===== src/rtl/noc_pkg.sv =====
// rtl/noc_pkg.sv - shared NoC flit geometry, field positions and flit decode helper
package noc_pkg;

  localparam int FLIT_W    = 16;
  localparam int ID_W      = 2;
  localparam int SEQ_W     = 11;
  localparam int NUM_NODES = 4;

  localparam int VLD_BIT  = 0;
  localparam int DEST_LSB = 1;
  localparam int SRC_LSB  = 3;
  localparam int SEQ_LSB  = 5;

  typedef struct packed {
    logic [SEQ_W-1:0] seq;
    logic [ID_W-1:0]  src;
    logic [ID_W-1:0]  dest;
    logic             vld;
  } flit_t;

  function automatic flit_t unpack_flit(input logic [FLIT_W-1:0] raw);
    flit_t f;
    f.vld  = raw[VLD_BIT];
    f.dest = raw[DEST_LSB +: ID_W];
    f.src  = raw[SRC_LSB +: ID_W];
    f.seq  = raw[SEQ_LSB +: SEQ_W];
    return f;
  endfunction

endpackage


===== src/rtl/noc_sink_if.sv =====
// rtl/noc_sink_if.sv - output-FIFO drain handshake between a NoC port FIFO and its sink
interface noc_sink_if;
  import noc_pkg::*;

  logic              enable;
  logic              empty;
  logic              almost_empty;
  logic [FLIT_W-1:0] data_in;
  logic              read;

  modport master (output enable, output empty, output almost_empty, output data_in, input read);
  modport slave  (input enable, input empty, input almost_empty, input data_in, output read);

endinterface


===== src/rtl/noc_seq_checker.sv =====
// rtl/noc_seq_checker.sv - per-source expected-sequence tracker; flags gaps and resyncs
module noc_seq_checker
  import noc_pkg::*;
(
  input  logic             clk,
  input  logic             reset,
  input  logic             chk_en,
  input  logic [ID_W-1:0]  src,
  input  logic [SEQ_W-1:0] seq,
  output logic             seq_err
);

  logic [NUM_NODES-1:0] seen_q;
  logic [SEQ_W-1:0]     exp_q [NUM_NODES];

  // First flit from a source is accepted unconditionally; later ones must follow mod 2^SEQ_W.
  assign seq_err = chk_en & seen_q[src] & (seq != exp_q[src]);

  always_ff @(posedge clk or posedge reset) begin
    if (reset) begin
      seen_q <= '0;
      for (int i = 0; i < NUM_NODES; i++) exp_q[i] <= '0;
    end else if (chk_en) begin
      seen_q[src] <= 1'b1;
      exp_q[src]  <= seq + 1'b1;
    end
  end

endmodule


===== src/rtl/noc_sink.sv =====
// rtl/noc_sink.sv - NoC receive endpoint: drains the port FIFO, decodes and checks flits
module noc_sink
  import noc_pkg::*;
#(
  parameter logic [ID_W-1:0] MY_ID = '0,
  parameter int              CNT_W = 16
) (
  input  logic             clk,
  input  logic             reset,
  noc_sink_if.slave        fifo,
  output logic             rx_valid,
  output logic [ID_W-1:0]  rx_src,
  output logic [SEQ_W-1:0] rx_seq,
  output logic [CNT_W-1:0] pkt_count,
  output logic [CNT_W-1:0] err_dest,
  output logic [CNT_W-1:0] err_seq,
  output logic [CNT_W-1:0] err_vld
);

  logic       read_q, read_d;
  logic       rd_q;
  logic       cap_q;
  flit_t      flit_q;
  logic       chk_en, seq_err;
  logic [CNT_W-1:0] pkt_q, pkt_d, edest_q, edest_d, eseq_q, eseq_d, evld_q, evld_d;

  function automatic logic [CNT_W-1:0] sat_inc(input logic [CNT_W-1:0] v);
    return (&v) ? v : v + 1'b1;
  endfunction

  // While a read is already outstanding the FIFO has not yet popped, so one remaining
  // entry (almost_empty) is the last one we may take.
  assign read_d = fifo.enable & ((read_q & ~fifo.almost_empty) | (~read_q & ~fifo.empty));
  assign fifo.read = read_q;

  always_ff @(posedge clk or posedge reset) begin
    if (reset) begin
      read_q <= 1'b0;
      rd_q   <= 1'b0;
      cap_q  <= 1'b0;
      flit_q <= '0;
    end else begin
      read_q <= read_d;
      rd_q   <= read_q;
      cap_q  <= rd_q;
      if (rd_q) flit_q <= unpack_flit(fifo.data_in);
    end
  end

  assign chk_en = cap_q & flit_q.vld;

  noc_seq_checker u_seq_checker (
    .clk     (clk),
    .reset   (reset),
    .chk_en  (chk_en),
    .src     (flit_q.src),
    .seq     (flit_q.seq),
    .seq_err (seq_err)
  );

  always_comb begin
    pkt_d   = pkt_q;
    edest_d = edest_q;
    eseq_d  = eseq_q;
    evld_d  = evld_q;
    if (cap_q) begin
      if (!flit_q.vld) begin
        evld_d = sat_inc(evld_q);
      end else begin
        pkt_d = sat_inc(pkt_q);
        if (flit_q.dest != MY_ID) edest_d = sat_inc(edest_q);
        if (seq_err)              eseq_d  = sat_inc(eseq_q);
      end
    end
  end

  always_ff @(posedge clk or posedge reset) begin
    if (reset) begin
      pkt_q   <= '0;
      edest_q <= '0;
      eseq_q  <= '0;
      evld_q  <= '0;
    end else begin
      pkt_q   <= pkt_d;
      edest_q <= edest_d;
      eseq_q  <= eseq_d;
      evld_q  <= evld_d;
    end
  end

  assign rx_valid  = cap_q;
  assign rx_src    = flit_q.src;
  assign rx_seq    = flit_q.seq;
  assign pkt_count = pkt_q;
  assign err_dest  = edest_q;
  assign err_seq   = eseq_q;
  assign err_vld   = evld_q;

endmodule

===== src/flat_wrapper.sv =====
// flat-port wrapper written by rule: the top's interface ports become plain ports
module noc_sink_flat import noc_pkg::*;
#(
  parameter logic [ID_W-1:0] MY_ID = '0,
  parameter int              CNT_W = 16
)
  (clk, reset, rx_valid, rx_src, rx_seq, pkt_count, err_dest, err_seq, err_vld, fifo_enable, fifo_empty, fifo_almost_empty, fifo_data_in, fifo_read);
  noc_sink_if fifo_i ();
  input  logic clk;
  input  logic reset;
  output logic rx_valid;
  output logic [ID_W-1:0] rx_src;
  output logic [SEQ_W-1:0] rx_seq;
  output logic [CNT_W-1:0] pkt_count;
  output logic [CNT_W-1:0] err_dest;
  output logic [CNT_W-1:0] err_seq;
  output logic [CNT_W-1:0] err_vld;
  input wire logic [$bits(fifo_i.enable)-1:0] fifo_enable;
  input wire logic [$bits(fifo_i.empty)-1:0] fifo_empty;
  input wire logic [$bits(fifo_i.almost_empty)-1:0] fifo_almost_empty;
  input wire logic [$bits(fifo_i.data_in)-1:0] fifo_data_in;
  output wire logic [$bits(fifo_i.read)-1:0] fifo_read;
  assign fifo_i.enable = fifo_enable;
  assign fifo_i.empty = fifo_empty;
  assign fifo_i.almost_empty = fifo_almost_empty;
  assign fifo_i.data_in = fifo_data_in;
  assign fifo_read = fifo_i.read;
  noc_sink #(.MY_ID(MY_ID), .CNT_W(CNT_W)) u_core (.clk(clk), .reset(reset), .fifo(fifo_i), .rx_valid(rx_valid), .rx_src(rx_src), .rx_seq(rx_seq), .pkt_count(pkt_count), .err_dest(err_dest), .err_seq(err_seq), .err_vld(err_vld));
endmodule

===== config.mk =====
export PLATFORM = sky130hd
export DESIGN_NAME = noc_sink_flat
export DESIGN_NICKNAME = d
export VERILOG_FILES = /design/src/rtl/noc_pkg.sv /design/src/rtl/noc_sink_if.sv /design/src/rtl/noc_seq_checker.sv /design/src/rtl/noc_sink.sv /design/src/flat_wrapper.sv
export SDC_FILE = /design/constraint.sdc
export NUM_CORES = 1
export LEC_CHECK = 0
export CAP_MARGIN = 15
export CORE_ASPECT_RATIO = 1.2
export CORE_MARGIN = 2
export CORE_UTILIZATION = 45
export DETAILED_ROUTE_END_ITERATION = 12
export DONT_BUFFER_PORTS = 1
export HOLD_SLACK_MARGIN = 0.08
export PLACE_DENSITY_LB_ADDON = 0.25
export SLEW_MARGIN = 20
export SYNTH_ARGS = -nofsm -noshare
export SYNTH_HDL_FRONTEND = slang
export SYNTH_SLANG_ARGS = --single-unit
export TNS_END_PERCENT = 10

===== constraint.sdc =====
create_clock -name clk -period 5.55 [get_ports clk]
set_input_delay 0.8325 -clock clk [delete_from_list [all_inputs] [get_ports clk]]
set_output_delay 0.8325 -clock clk [all_outputs]
set_load 0.02 [all_outputs]

# == Word-level counts from Yosys, hierarchy flattened ==
# Index checks and enable logic that the tools add are counted.
# totals
regBits,131
elab_cells,64
out_inout_bits,79
# op_classes
n_mux,10
reduce_logical,11
n_lt_le_gt_ge,4
bitwise,17
n_eq_ne,1
add_sub_neg,5
# ops
cell,count
$add 16x1->16 const B,4
$reduce_and 16->1,4
$bwmux 44,1
$mux 11,3
$bmux 11 s2,1
$demux 11 s2,1
$add 11x1->11 const B,1
$ne 11x11->1,1
$not 1->1,8
$reduce_and 4->1,2
$and 1x1->1,6
$reduce_and 3->1,2
$or 4x4->4,1
$ge 3x3->1 const B,1
$lt 2x3->1 const B,1
$lt 3x1->1 const B,1
$not 2->3,1
$bmux 1 s2,1
$demux 1 s2,1
$ge 2x1->1 const B,1
$logic_and 1x1->1,2
$mux 1,2
$reduce_bool 2->1,1
$or 1x1->1,1

# == Longest topological paths before layout ==
# Gate-level depths: netlist of run 1.
# logic_depth
ltp_word,7
mapped_depth,12
ltp_nobuf,7

# == By module ==
# A second synthesis of run 1 with hierarchy kept.
# unflattened
cells_unflattened,544
area_unflattened_um2,6218.5
# modules_own_cells
module,seq_area_each_um2,cells_each,area_each_um2,n_inst
noc_sink,2077.0,339,3917.5,1
noc_seq_checker,1201.2,205,2301.0,1

# == Worst setup path after synthesis of run 1 ==
# Ideal clock, no wire load.
# synth_timing
path_type,register to register
startpoint,"register u_core.flit_q, in the netlist u_core.rx_src[0]"
endpoint,"register u_core.eseq_q[1], in the netlist u_core.err_seq[1]"
stages_incl_launch_ff,10
setup_slack_ns,3.327
t_arrival_ns,2.098
required_time_ns,5.425
cell_sequence,dfrtp_1 buf_6 buf_8 mux4_2 xor2_1 nor4_1 and3_1 buf_6 nor3_4 mux2_4
# synth_between
elab_chain_len,7
elab_cells_between_ends,10
classes_between,1 x eq/ne; 5 x mux; 3 x bitwise; 1 x reduce/logical
# synth_rtl
item,line,rtl
start: declaration,noc_sink.sv:23,flit_t flit_q;
start signal: assignment,noc_sink.sv:46,if (rd_q) flit_q <= unpack_flit(fifo.data_in);
$not 2->3 (implied by the code),noc_seq_checker.sv:17,assign seq_err = chk_en & seen_q[src] & (seq != exp_q[src]);
$bmux 11 s2,noc_seq_checker.sv:17,
$mux 11 (implied by the code) (2 in series),noc_seq_checker.sv:17,
$ne 11x11->1,noc_seq_checker.sv:17,
$and 1x1->1 *,noc_seq_checker.sv:17,
$reduce_and 4->1 (no line) *,--,
end signal: assignment,noc_sink.sv:86,eseq_q <= eseq_d;
end: declaration,noc_sink.sv:25,"logic [CNT_W-1:0] pkt_q, pkt_d, edest_q, edest_d, eseq_q, eseq_d, evld_q, evld_d;"
# Mark *: on every way between the ends. The rest lies on a longest branch, timed or not. The select of a mux whose other input is x is not followed.
# A chain may end at the register's enable or synchronous reset.

# == Worst setup path after layout of run 1 ==
# layout_timing
startpoint,"register u_core.flit_q, in the netlist u_core.rx_src[1]"
endpoint,"register u_core.eseq_q[1], in the netlist u_core.err_seq[1]"
# The elaborated chain is that of the path after synthesis.

==> impl_metrics.py, run 1 <==
metrics = {
    "worst_hold_path": {
        "min_path_type": "in2async",
    },
    "die": {
        "start_util": 0.463,
        "die_w_um": 111,
        "boundaryPins": 100,
        "die_y_um": 132,
        "die_area_mm2": 0.0146,
        "rows": 46,
        "core-area_mm2": 0.0133,
    },
    "layout": {
        "fin_nets": 558,
        "instances_no_fill": 715,
        "area_delta_synth_final_pct": 10.1,
        "postLayoutCellArea_mm2": 0.00678,
        "fillers": 1179,
        "layout-drive-gt1-share": 0.136,
    },
    "critical_path": {
        "end_kind": "flip-flop",
        "cp_data_arrival_time_ns": 3.41,
        "slowest_delay_ns": 0.90,
        "crit_buf_inv": 0,
        "slowest_stage": "dfrtp_1",
        "worstPathRequired_ns": 5.85,
        "worstPathMaxFanout": 18,
        "cpLargestDelayFamily": "simple AND/OR/NAND/NOR gates",
        "startpoint_type": "flip-flop",
        "path_class": "reg2reg",
        "crit_chain": "mux4_1 > xnor2_1 > nand4_1 > nor4_1 > and3_1 > nor3_4 > mux2_4",
    },
    "routing": {
        "wl_met3_um": 870,
        "drtIter0Drc": 144,
        "via_count": 3850,
        "drc": 0,
        "wl_per_cell_um": 17.6,
        "route.layer.met1.wl_um": 5660,
        "dr_wl_met2_um": 5920,
        "via_per_inst": 5.38,
        "wl_um": 12600,
        "antenna_left": 0,
        "drt_pre_antenna_iters": 6,
        "topRoutingLayerUsed": "met4",
    },
    "synthesis": {
        "synth_flop_cell": "dfrtp_1",
        "postSynthAreaPerCell_um2": 11.2,
        "synth_cell_types": 45,
        "seq_area_frac_synth": 0.532,
        "synth_cells": 549,
        "syn_nets": 575,
        "ys_ff_latch": 131,
        "syn_area_mm2": 0.00616,
        "synth_edf_count": 0,
        "async_reset_ff_frac": 1.00,
        "yosysWarnings": 0,
    },
    "global_route": {
        "grt_pass1_wl_um": 20700,
        "grt_start_max_net_pins": 87,
        "grt_overflow": 0,
        "antenna_found_initial": 2,
        "grt_usage": 0.180,
        "grt_pass1_vias": 3961,
    },
    "clocking": {
        "ctsRootBufferMaster": "clkbuf_16",
        "clockBufferDepth": 2,
        "numCtsBuffers": 17,
        "clkTransAtPathRegs_ns": 0.06,
        "clock_sinks": 131,
        "h-tree-depth": 4,
        "cts_setup_buffers": 0,
        "hold_buffers": 0,
        "cts-resized-gates": 0,
        "cts_tree": "done",
        "clk_latency_ns": 0.42,
    },
    "power": {
        "power_mw": 3.23,
        "power.density_mw_per_mm2": 476,
        "leakagePower_nw": 3.05,
        "max-vdd-ir-drop_uv": 292,
    },
    "placed_design": {
        "post-place-ws_ns": 2.44,
        "io_buffers": 0,
        "gp_congestion": 0.815,
        "post_dp_cell_area_mm2": 0.00615,
        "dp_hpwl_um": 8680,
        "dp_cells": 681,
    },
    "timing": {
        "rsz0062_at_grt": "false",
        "hold_viol_final": 0,
        "worst_pin_slew_ns": 0.992,
        "worst_slack_ns": 2.44,
        "clock_skew_ns": 0.00574,
        "tns_ns": 0,
        "slew_headroom": 0.337,
        "fin_crit_sh": 0.561,
        "fmax_mhz": 321,
        "finalSetupViolations": 0,
        "slew_violations": 0,
        "period_needed_ns": 3.11,
    },
    "job": {
        "cap_violations": 0,
    },
    "outcome": {
        "status": "completed",
    },
}
-- worst reg2reg max path: stages, from the launching register on --
cell     delay [ns]
dfrtp_1        0.90
mux4_1         0.43
xnor2_1        0.16
nand4_1        0.13
nor4_1         0.22
and3_1         0.72
nor3_4         0.12
mux2_4         0.33
-- path summary, 6_finish.rpt --
kind / start / end / slack, ns / cells after the start
max in group asynchronous: reset / u_core.rx_seq[4] / 4.05 / 2
setup / recovery: u_core.rx_src[1] / u_core.err_seq[1] / 2.44 / 7
min in group clk: u_core.u_seq_checker.seen_q[2] / u_core.u_seq_checker.seen_q[2] / 0.47 / 1
setup reg to reg: u_core.rx_src[1] / u_core.err_seq[1] / 2.44 / 7
hold reg to reg: u_core.u_seq_checker.seen_q[2] / u_core.u_seq_checker.seen_q[2] / 0.47 / 1
hold / removal: reset / u_core.pkt_count[12] / 0.43 / 1
-- cell type report --
type | count | area [um^2] | area share
multi-input combinational | 372 | 2610 | 0.385
clock inverter | 12 | 154 | 0.0227
antenna | 2 | 5.00 | 0.000738
tap | 168 | 210 | 0.0310
timing repair buffer | 3 | 22.5 | 0.00332
inverter | 7 | 31.3 | 0.00461
clock buffer | 20 | 467 | 0.0688
sequential | 131 | 3280 | 0.483
-- flip-flops by register name, indices dropped and copies added (netlist names) --
signal and cells:
u_core.err_dest 16, u_core.u_seq_checker.seen_q 4, u_core.flit_q 3, u_core.rx_valid 1, u_core.rx_src 2, u_core.pkt_count 16
u_core.rx_seq 11, u_core.rd_q 1, u_core.err_seq 16, u_core.fifo.read 1, u_core.u_seq_checker.exp_q 44, u_core.err_vld 16
-- placed cells by master, fill, tap and decap left out, drive strengths merged --
master	Yosys	final
mux2i	5	5
and3b	1	1
xor2	34	34
nor2b	4	4
nand2	61	61
clkinvlp	0	3
clkinv	0	5
and2	8	8
or3	3	3
nor2	28	28
clkbuf	17	20
nor4	5	5
a21oi	10	10
ha	5	5
nor3	15	15
o211ai	2	2
inv	7	8
buf	22	3
dfrtp	131	131
o31a	1	1
and4	6	6
diode	0	2
xnor2	46	46
a31oi	1	1
a211o	2	2
and3	14	14
o21a	2	2
nand4	22	22
mux4	8	8
or2	1	1
bufinv	0	3
o311a	1	1
o21ai	34	34
nor3b	1	1
nand3	26	26
nand2b	4	4
mux2	22	22
-- synthesized netlist by cell type (2+ instances only) --
cell type	n	area, um^2
or3_1	3	18.8
nand2_1	61	229
a211o_1	2	17.5
and3_1	14	87.6
dfrtp_1	131	3280
xnor2_1	46	403
nor3_2	7	70.1
mux2i_1	5	50.1
and2_1	8	50.1
ha_1	5	62.6
nor3_1	7	35.0
mux4_1	5	131
a21oi_1	10	50.1
xor2_1	34	298
clkbuf_1	17	63.8
buf_4	13	97.6
nor2_1	28	105
buf_6	3	33.8
nand4_1	22	138
mux2_2	21	236
inv_1	7	26.3
mux4_2	3	67.6
and4_1	6	52.6
o21ai_1	5	25.0
buf_2	3	15.0
nand2b_1	4	25.0
nor4_1	5	31.3
o21a_1	2	15.0
nand3_1	25	125
nor2b_1	4	25.0
o21ai_0	29	145
-- metrics by stage --
step,utilization,hold slack (ns)
2_1_floorplan,-,0.352
3_3_place_gp,0.463,0.450
3_5_place_dp,0.463,0.455
4_1_cts,0.509,0.471
5_1_grt,0.510,0.472
6_report,0.510,0.425
-- logic make-up after synthesis --
logic type,synth area share
AO/OA/AOI/OAI,0.0483
XOR/XNOR,0.114
adder cells (fa/ha/maj),0.0102
buffers and inverters,0.0447
flip-flops,0.532
multiplexers,0.0812
AND/OR/NAND/NOR,0.170
-- power breakdown --
group	switching (mW)	internal [mW]
Sequential	0.337	1.20
Clock	0.422	0.742
Combinational	0.245	0.282
Total	1.00	2.22
-- metal layers --
metal / global-route usage / vias to the layer above
met3: 0.0782 / 14
met4: 0.0556 / 0
met2: 0.277 / 96
li1: - / 1853
met5: 0 / -
met1: 0.231 / 1887
Power figures use the tool's default switching activity.
==> inputs of run 2 (changes only) <==
==> constraint.sdc (replaced) <==
create_clock -name clk -period 2.8 [get_ports clk]
set_input_delay 0.42 -clock clk [delete_from_list [all_inputs] [get_ports clk]]
set_output_delay 0.42 -clock clk [all_outputs]
set_load 0.02 [all_outputs]
==> run 2 against run 1 <==
Against the previous run:
- first-iteration DRC count is 9.0% higher
- clock power is 95% higher
- combinational power is 100% higher
- cell count is 1.3% higher
- critical path type unchanged
- setup slack worse by 2.2 ns
- worst hold slack worse by 0.30 ns
- core utilization is 0.61 points higher
- critical path depth is 1 higher
- via count is 2.6% higher
- wire length hardly changed
- register-to-register slack worse by 2.2 ns
- die area stayed put
==> impl_metrics.py, run 2 (synthesized netlist as in run 1, its figures left out) <==
metrics = {
    "layout": {
        "post-route-util": 0.516,
        "fin_nets": 570,
        "largest_reg_flops": 44,
        "mostFrequentLayoutCells": "dfrtp_1, nand2_1, xnor2_1",
        "final_common_cell": "dfrtp_1",
        "antennaDiodeCount": 0,
        "layout-drive-gt1-share": 0.151,
        "fillers": 1147,
        "area_delta_synth_final_pct": 11.4,
        "top_register": "u_core.u_seq_checker.exp_q",
    },
    "timing": {
        "worst_pin_slew_ns": 0.837,
        "slew_headroom": 0.442,
        "clock_skew_ns": 0.00754,
        "tns_ns": 0,
        "finalSetupViolations": 0,
        "slew_violations": 0,
        "rsz0062_at_grt": "false",
        "fmax_mhz": 391,
        "period_needed_ns": 2.56,
        "hold_viol_final": 0,
        "fin_crit_sh": 0.914,
    },
    "clocking": {
        "clockBufferDepth": 2,
        "cts_setup_buffers": 0,
        "clkTransAtPathRegs_ns": 0.06,
        "clock_sinks": 131,
        "numCtsBuffers": 17,
        "ctsRootBufferMaster": "clkbuf_16",
        "clk_latency_ns": 0.42,
        "h-tree-depth": 4,
        "cts_tree": "done",
    },
    "job": {
        "cap_violations": 0,
    },
    "critical_path": {
        "crit_end": "u_core.err_seq[13]",
        "r2r-start": "u_core.rx_src[0]",
        "slowest_delay_ns": 0.61,
        "crit_chain": "mux4_1 > xnor2_1 > nand4_1 > nor4_1 > and3_1 > buf_4 > nor4_1 > xor2_1",
        "r2r_slack_ns": 0.24,
        "rr_endpoint": "u_core.err_seq[13]",
        "startpoint_type": "flip-flop",
        "critPathLaunch": "u_core.rx_src[0]",
        "worstPathRequired_ns": 3.08,
        "path_common_cell": "nor4_1",
        "slowest_stage": "mux4_1",
        "path_class": "reg2reg",
        "cp_data_arrival_time_ns": 2.84,
        "worstPathMaxFanout": 9,
        "end_kind": "flip-flop",
        "reg2reg_depth": 8,
    },
    "global_route": {
        "antenna_found_initial": 1,
        "grt_pass1_vias": 4161,
        "grt_pass1_wl_um": 21400,
        "grt_start_max_net_pins": 76,
        "grt_overflow": 0,
        "met1_usage": 0.234,
        "grt_usage": 0.182,
        "grt_busiest_layer": "met2",
        "grt.met3_usage": 0.0745,
        "grt.met2_usage": 0.276,
    },
    "routing": {
        "drc": 0,
        "via_per_inst": 5.45,
        "drtIter0Drc": 157,
        "antenna_left": 0,
        "via_count": 3949,
        "drt_pre_antenna_iters": 6,
        "wl_um": 12600,
        "wl_per_cell_um": 17.4,
    },
    "placed_design": {
        "io_buffers": 0,
        "dp_hpwl_um": 8610,
        "gp_congestion": 0.815,
    },
    "power": {
        "power.density_mw_per_mm2": 927,
        "leakagePower_nw": 3.11,
        "max-vdd-ir-drop_uv": 644,
    },
    "die": {
        "die_area_mm2": 0.0146,
        "die_y_um": 132,
        "core-area_mm2": 0.0133,
        "rows": 46,
        "boundaryPins": 100,
        "start_util": 0.463,
        "die_w_um": 111,
    },
    "worst_hold_path": {
        "min_path_type": "in2reg",
        "hold_depth": 2,
    },
    "outcome": {
        "status": "completed",
    },
}
[run 2: changes by cell type in the layout (fill, tap and decap cells not counted), moves of 2 or more]
cell      change
inv_6         -2
diode_2       -2
clkinv_2      +2
buf_4        +10
[run 2: cell type report]
type                       instances  area, um^2  share of cell area
clock buffer                      21         470              0.0686
multi-input combinational        372        2610               0.381
tap                              168         210              0.0306
sequential                       131        3280               0.478
clock inverter                    10         131              0.0191
timing repair buffer              15         128              0.0186
inverter                           7        30.0             0.00438
[run 2: stage by stage]
step / hold WS (ns) / power (mW) / cells / setup WS (ns) / cell area (um^2)
floorplan: 0.352 / 3.88 / 549 / 0.577 / 6160
global placement: 0.360 / 4.07 / 692 / 0.137 / 6250
detailed placement: 0.365 / 4.13 / 692 / 0.0524 / 6250
CTS: 0.113 / 6.42 / 724 / 0.0247 / 6860
global route: 0.133 / 6.73 / 724 / 0.0655 / 6860
finish: 0.121 / 6.36 / 724 / 0.242 / 6860
[run 2: where the power goes]
| group | internal [mW] | total, mW | leakage [nW] | switching (mW) |
|---|---|---|---|---|
| Sequential | 2.38 | 3.01 | 1.69 | 0.637 |
| Combinational | 0.580 | 1.08 | 1.12 | 0.505 |
| Clock | 1.46 | 2.26 | 0.298 | 0.806 |
| Total | 4.42 | 6.36 | 3.11 | 1.95 |
[run 2: how the worst min path moves through the flow]
stage | startpoint | to | slack, ns
final | fifo_data_in[10] | u_core.rx_seq[5] | 0.12
after global routing | fifo_data_in[11] | u_core.rx_seq[6] | 0.13
after CTS | fifo_data_in[10] | u_core.rx_seq[5] | 0.11
after detailed placement | reset | u_core.err_dest[1] | 0.36
after global placement | reset | u_core.err_dest[1] | 0.36
after floorplan | u_core.rd_q | u_core.rx_valid | 0.35
[run 2: worst max-delay path: cells and delay by family, from the launching register on]
kind | cells | cell delay [ns]
XOR/XNOR | 2 | 0.33
buffers and inverters | 1 | 0.22
flip-flops | 1 | 0.52
multiplexers | 1 | 0.61
AND/OR/NAND/NOR | 4 | 0.74
[run 2: what timing repair did]
| item | in CTS | in global routing |
|---|---|---|
| endpoints found under the setup margin | 0 | 14 |
| hold buffers | 1 | 0 |
| resized for setup | 0 | 1 |
| endpoints found under the hold margin | 22 | 0 |
[run 2: layer usage]
metal	vias to the layer above	part of all wire
met3	20	0.069
li1	1870	-
met2	107	0.47
met4	2	0.015
met5	-	0.0010
met1	1950	0.44
==> inputs of run 3 (changes only) <==
--- a/config.mk
+++ b/config.mk
@@ -11,6 +11,7 @@
 export CORE_UTILIZATION = 45
 export DETAILED_ROUTE_END_ITERATION = 12
 export DONT_BUFFER_PORTS = 1
+export GPL_TIMING_DRIVEN = 0
 export HOLD_SLACK_MARGIN = 0.08
 export PLACE_DENSITY_LB_ADDON = 0.25
 export SLEW_MARGIN = 20
==> run 3 against run 2 <==
Against the previous run:
- die area did not move
- critical path depth rose by 2
- sequential cell count did not move
- combinational power rose by 18%
- register-to-register slack got worse by 0.096 ns
- first-iteration DRC count rose by 25%
- via count rose by 5.2%
- global-route usage rose by 0.87 points
- cell area rose by 2.9%
- clock skew fell by 0.00079 ns
- clock-buffer cell count fell by 3
- critical path type unchanged
- largest power group unchanged
- highest routed layer unchanged
==> impl_metrics.py, run 3 (synthesized netlist as in run 1, its figures left out) <==
metrics = {
    "routing": {
        "drtIter0Drc": 196,
        "wl_per_cell_um": 17.5,
        "wl_um": 13200,
        "via_count": 4156,
        "via_per_inst": 5.51,
        "drc": 0,
        "antenna_left": 0,
        "drt_pre_antenna_iters": 6,
    },
    "timing": {
        "hold_viol_final": 0,
        "slew_headroom": 0.521,
        "rsz0062_at_grt": "false",
        "clock_skew_ns": 0.00675,
        "finalSetupViolations": 0,
        "hold-worst-slack_ns": 0.131,
        "tns_ns": 0,
        "fin_crit_sh": 0.948,
        "worst_slack_ns": 0.146,
        "period_needed_ns": 2.65,
        "fmax_mhz": 377,
        "worst_pin_slew_ns": 0.719,
        "slew_violations": 0,
    },
    "die": {
        "boundaryPins": 100,
        "start_util": 0.463,
        "rows": 46,
        "die_w_um": 111,
        "die_area_mm2": 0.0146,
        "die_y_um": 132,
        "core-area_mm2": 0.0133,
    },
    "worst_hold_path": {
        "min_to": "u_core.rx_seq[5]",
        "min_from": "fifo_data_in[10]",
        "min_path_type": "in2reg",
        "hold_depth": 2,
    },
    "layout": {
        "layout-drive-gt1-share": 0.162,
        "mostFrequentLayoutCells": "dfrtp_1, nand2_1, xnor2_1",
        "post-route-util": 0.531,
        "fin_nets": 599,
        "final_common_cell": "dfrtp_1",
        "largest_reg_flops": 44,
        "postLayoutCellArea_mm2": 0.00706,
        "top_register": "u_core.u_seq_checker.exp_q",
        "area_delta_synth_final_pct": 14.6,
        "antennaDiodeCount": 0,
    },
    "critical_path": {
        "slowest_stage": "mux4_1",
        "path_class": "reg2reg",
        "startpoint_type": "flip-flop",
        "crit_buf_inv": 3,
        "r2r-start": "u_core.rx_src[0]",
        "r2r_slack_ns": 0.15,
        "rr_endpoint": "u_core.err_seq[11]",
        "reg2reg_depth": 10,
        "end_kind": "flip-flop",
        "worstPathRequired_ns": 3.09,
        "cpLargestDelayFamily": "simple AND/OR/NAND/NOR gates",
        "worstPathMaxFanout": 10,
        "slowest_delay_ns": 0.57,
        "cp_data_arrival_time_ns": 2.94,
        "path_common_cell": "buf_6",
        "crit_chain": "buf_6 > mux4_1 > xnor2_1 > nand4_1 > nor4_1 > and3_1 > buf_6 > buf_12 > nor3_2 > xor2_1",
    },
    "placed_design": {
        "gp_congestion": 0.780,
        "post_dp_cell_area_mm2": 0.00645,
        "io_buffers": 0,
        "dp_hpwl_um": 9190,
        "post-place-ws_ns": 0.118,
    },
    "clocking": {
        "numCtsBuffers": 17,
        "clock_sinks": 131,
        "h-tree-depth": 4,
        "clk_latency_ns": 0.42,
        "cts_tree": "done",
        "cts-resized-gates": 0,
        "clockBufferDepth": 2,
        "ctsRootBufferMaster": "clkbuf_16",
        "clkTransAtPathRegs_ns": 0.06,
    },
    "power": {
        "combPwrFrac": 0.198,
        "p_seq_frac": 0.456,
        "sw_frac_of_total": 0.319,
        "p_clk_frac": 0.346,
        "power.density_mw_per_mm2": 905,
        "power_switching_mw": 2.04,
        "p_int_mw": 4.36,
        "leakagePower_nw": 3.18,
        "max-vdd-ir-drop_uv": 588,
    },
    "global_route": {
        "grt_overflow": 0,
        "grt_usage": 0.191,
        "grt_start_max_net_pins": 35,
        "antenna_found_initial": 2,
        "grt_pass1_vias": 4320,
        "grt_pass1_wl_um": 22100,
    },
    "job": {
        "cap_violations": 0,
    },
    "outcome": {
        "status": "completed",
    },
}
==> run 3: changes by cell type in the layout (fill, tap and decap cells not counted), moves of 2 or more <==
cell	change
buf_12	+4
buf_2	+3
buf_6	+3
clkbuf_1	+16
clkbuf_8	-2
clkinv_2	-5
clkinv_4	+4
clkinvlp_4	+5
==> run 3: layout make-up <==
class,count,area [um^2]
Sequential cell,131,3280
Multi-Input combinational cell,372,2610
Inverter,7,30.0
Buffer,39,249
Tap cell,168,210
Clock inverter,14,158
Timing Repair Buffer,5,90.1
Fill cell,1180,6230
Clock buffer,18,439
==> run 3: metrics by stage <==
step,power [mW],instances
6_report,6.39,754
5_1_grt,6.76,754
4_1_cts,6.47,754
3_5_place_dp,4.22,721
3_3_place_gp,4.12,717
2_1_floorplan,3.88,549
==> run 3: how the worst max path moves through the flow <==
stage	start	end	slack, ns	depth (start not counted)
2_1_floorplan	u_core.rx_src[0]	u_core.err_seq[1]	0.58	9
3_3_place_gp	reset	u_core.err_seq[8]	0.12	1
3_5_place_dp	u_core.rx_src[0]	u_core.err_seq[11]	0.12	10
4_1_cts	u_core.rx_src[0]	u_core.err_seq[11]	0.09	10
5_1_grt	u_core.rx_src[0]	u_core.err_seq[11]	0.04	10
6_report	u_core.rx_src[0]	u_core.err_seq[11]	0.15	10
==> run 3: routing by layer <==
layer	global-route usage	routed length (um)	up-vias
li1	-	-	1941
met1	0.233	5560	2062
met2	0.305	6360	123
met3	0.0671	956	28
met4	0.0882	310	2
met5	0	17	-
==> run 3: power groups by stage <==
stage / clock network (mW) / registers (mW) / logic [mW]
2_1_floorplan: 0 / 2.82 / 1.05
3_3_place_gp: 0 / 2.91 / 1.21
3_5_place_dp: 0 / 2.95 / 1.27
6_report: 2.21 / 2.91 / 1.27
5_1_grt: 2.35 / 2.99 / 1.42
4_1_cts: 2.27 / 2.92 / 1.28
==> run 3: timing repair <==
action,in CTS,in global routing
buffers inserted,0,0
hold buffers,1,0
hold endpoints to repair,68,0
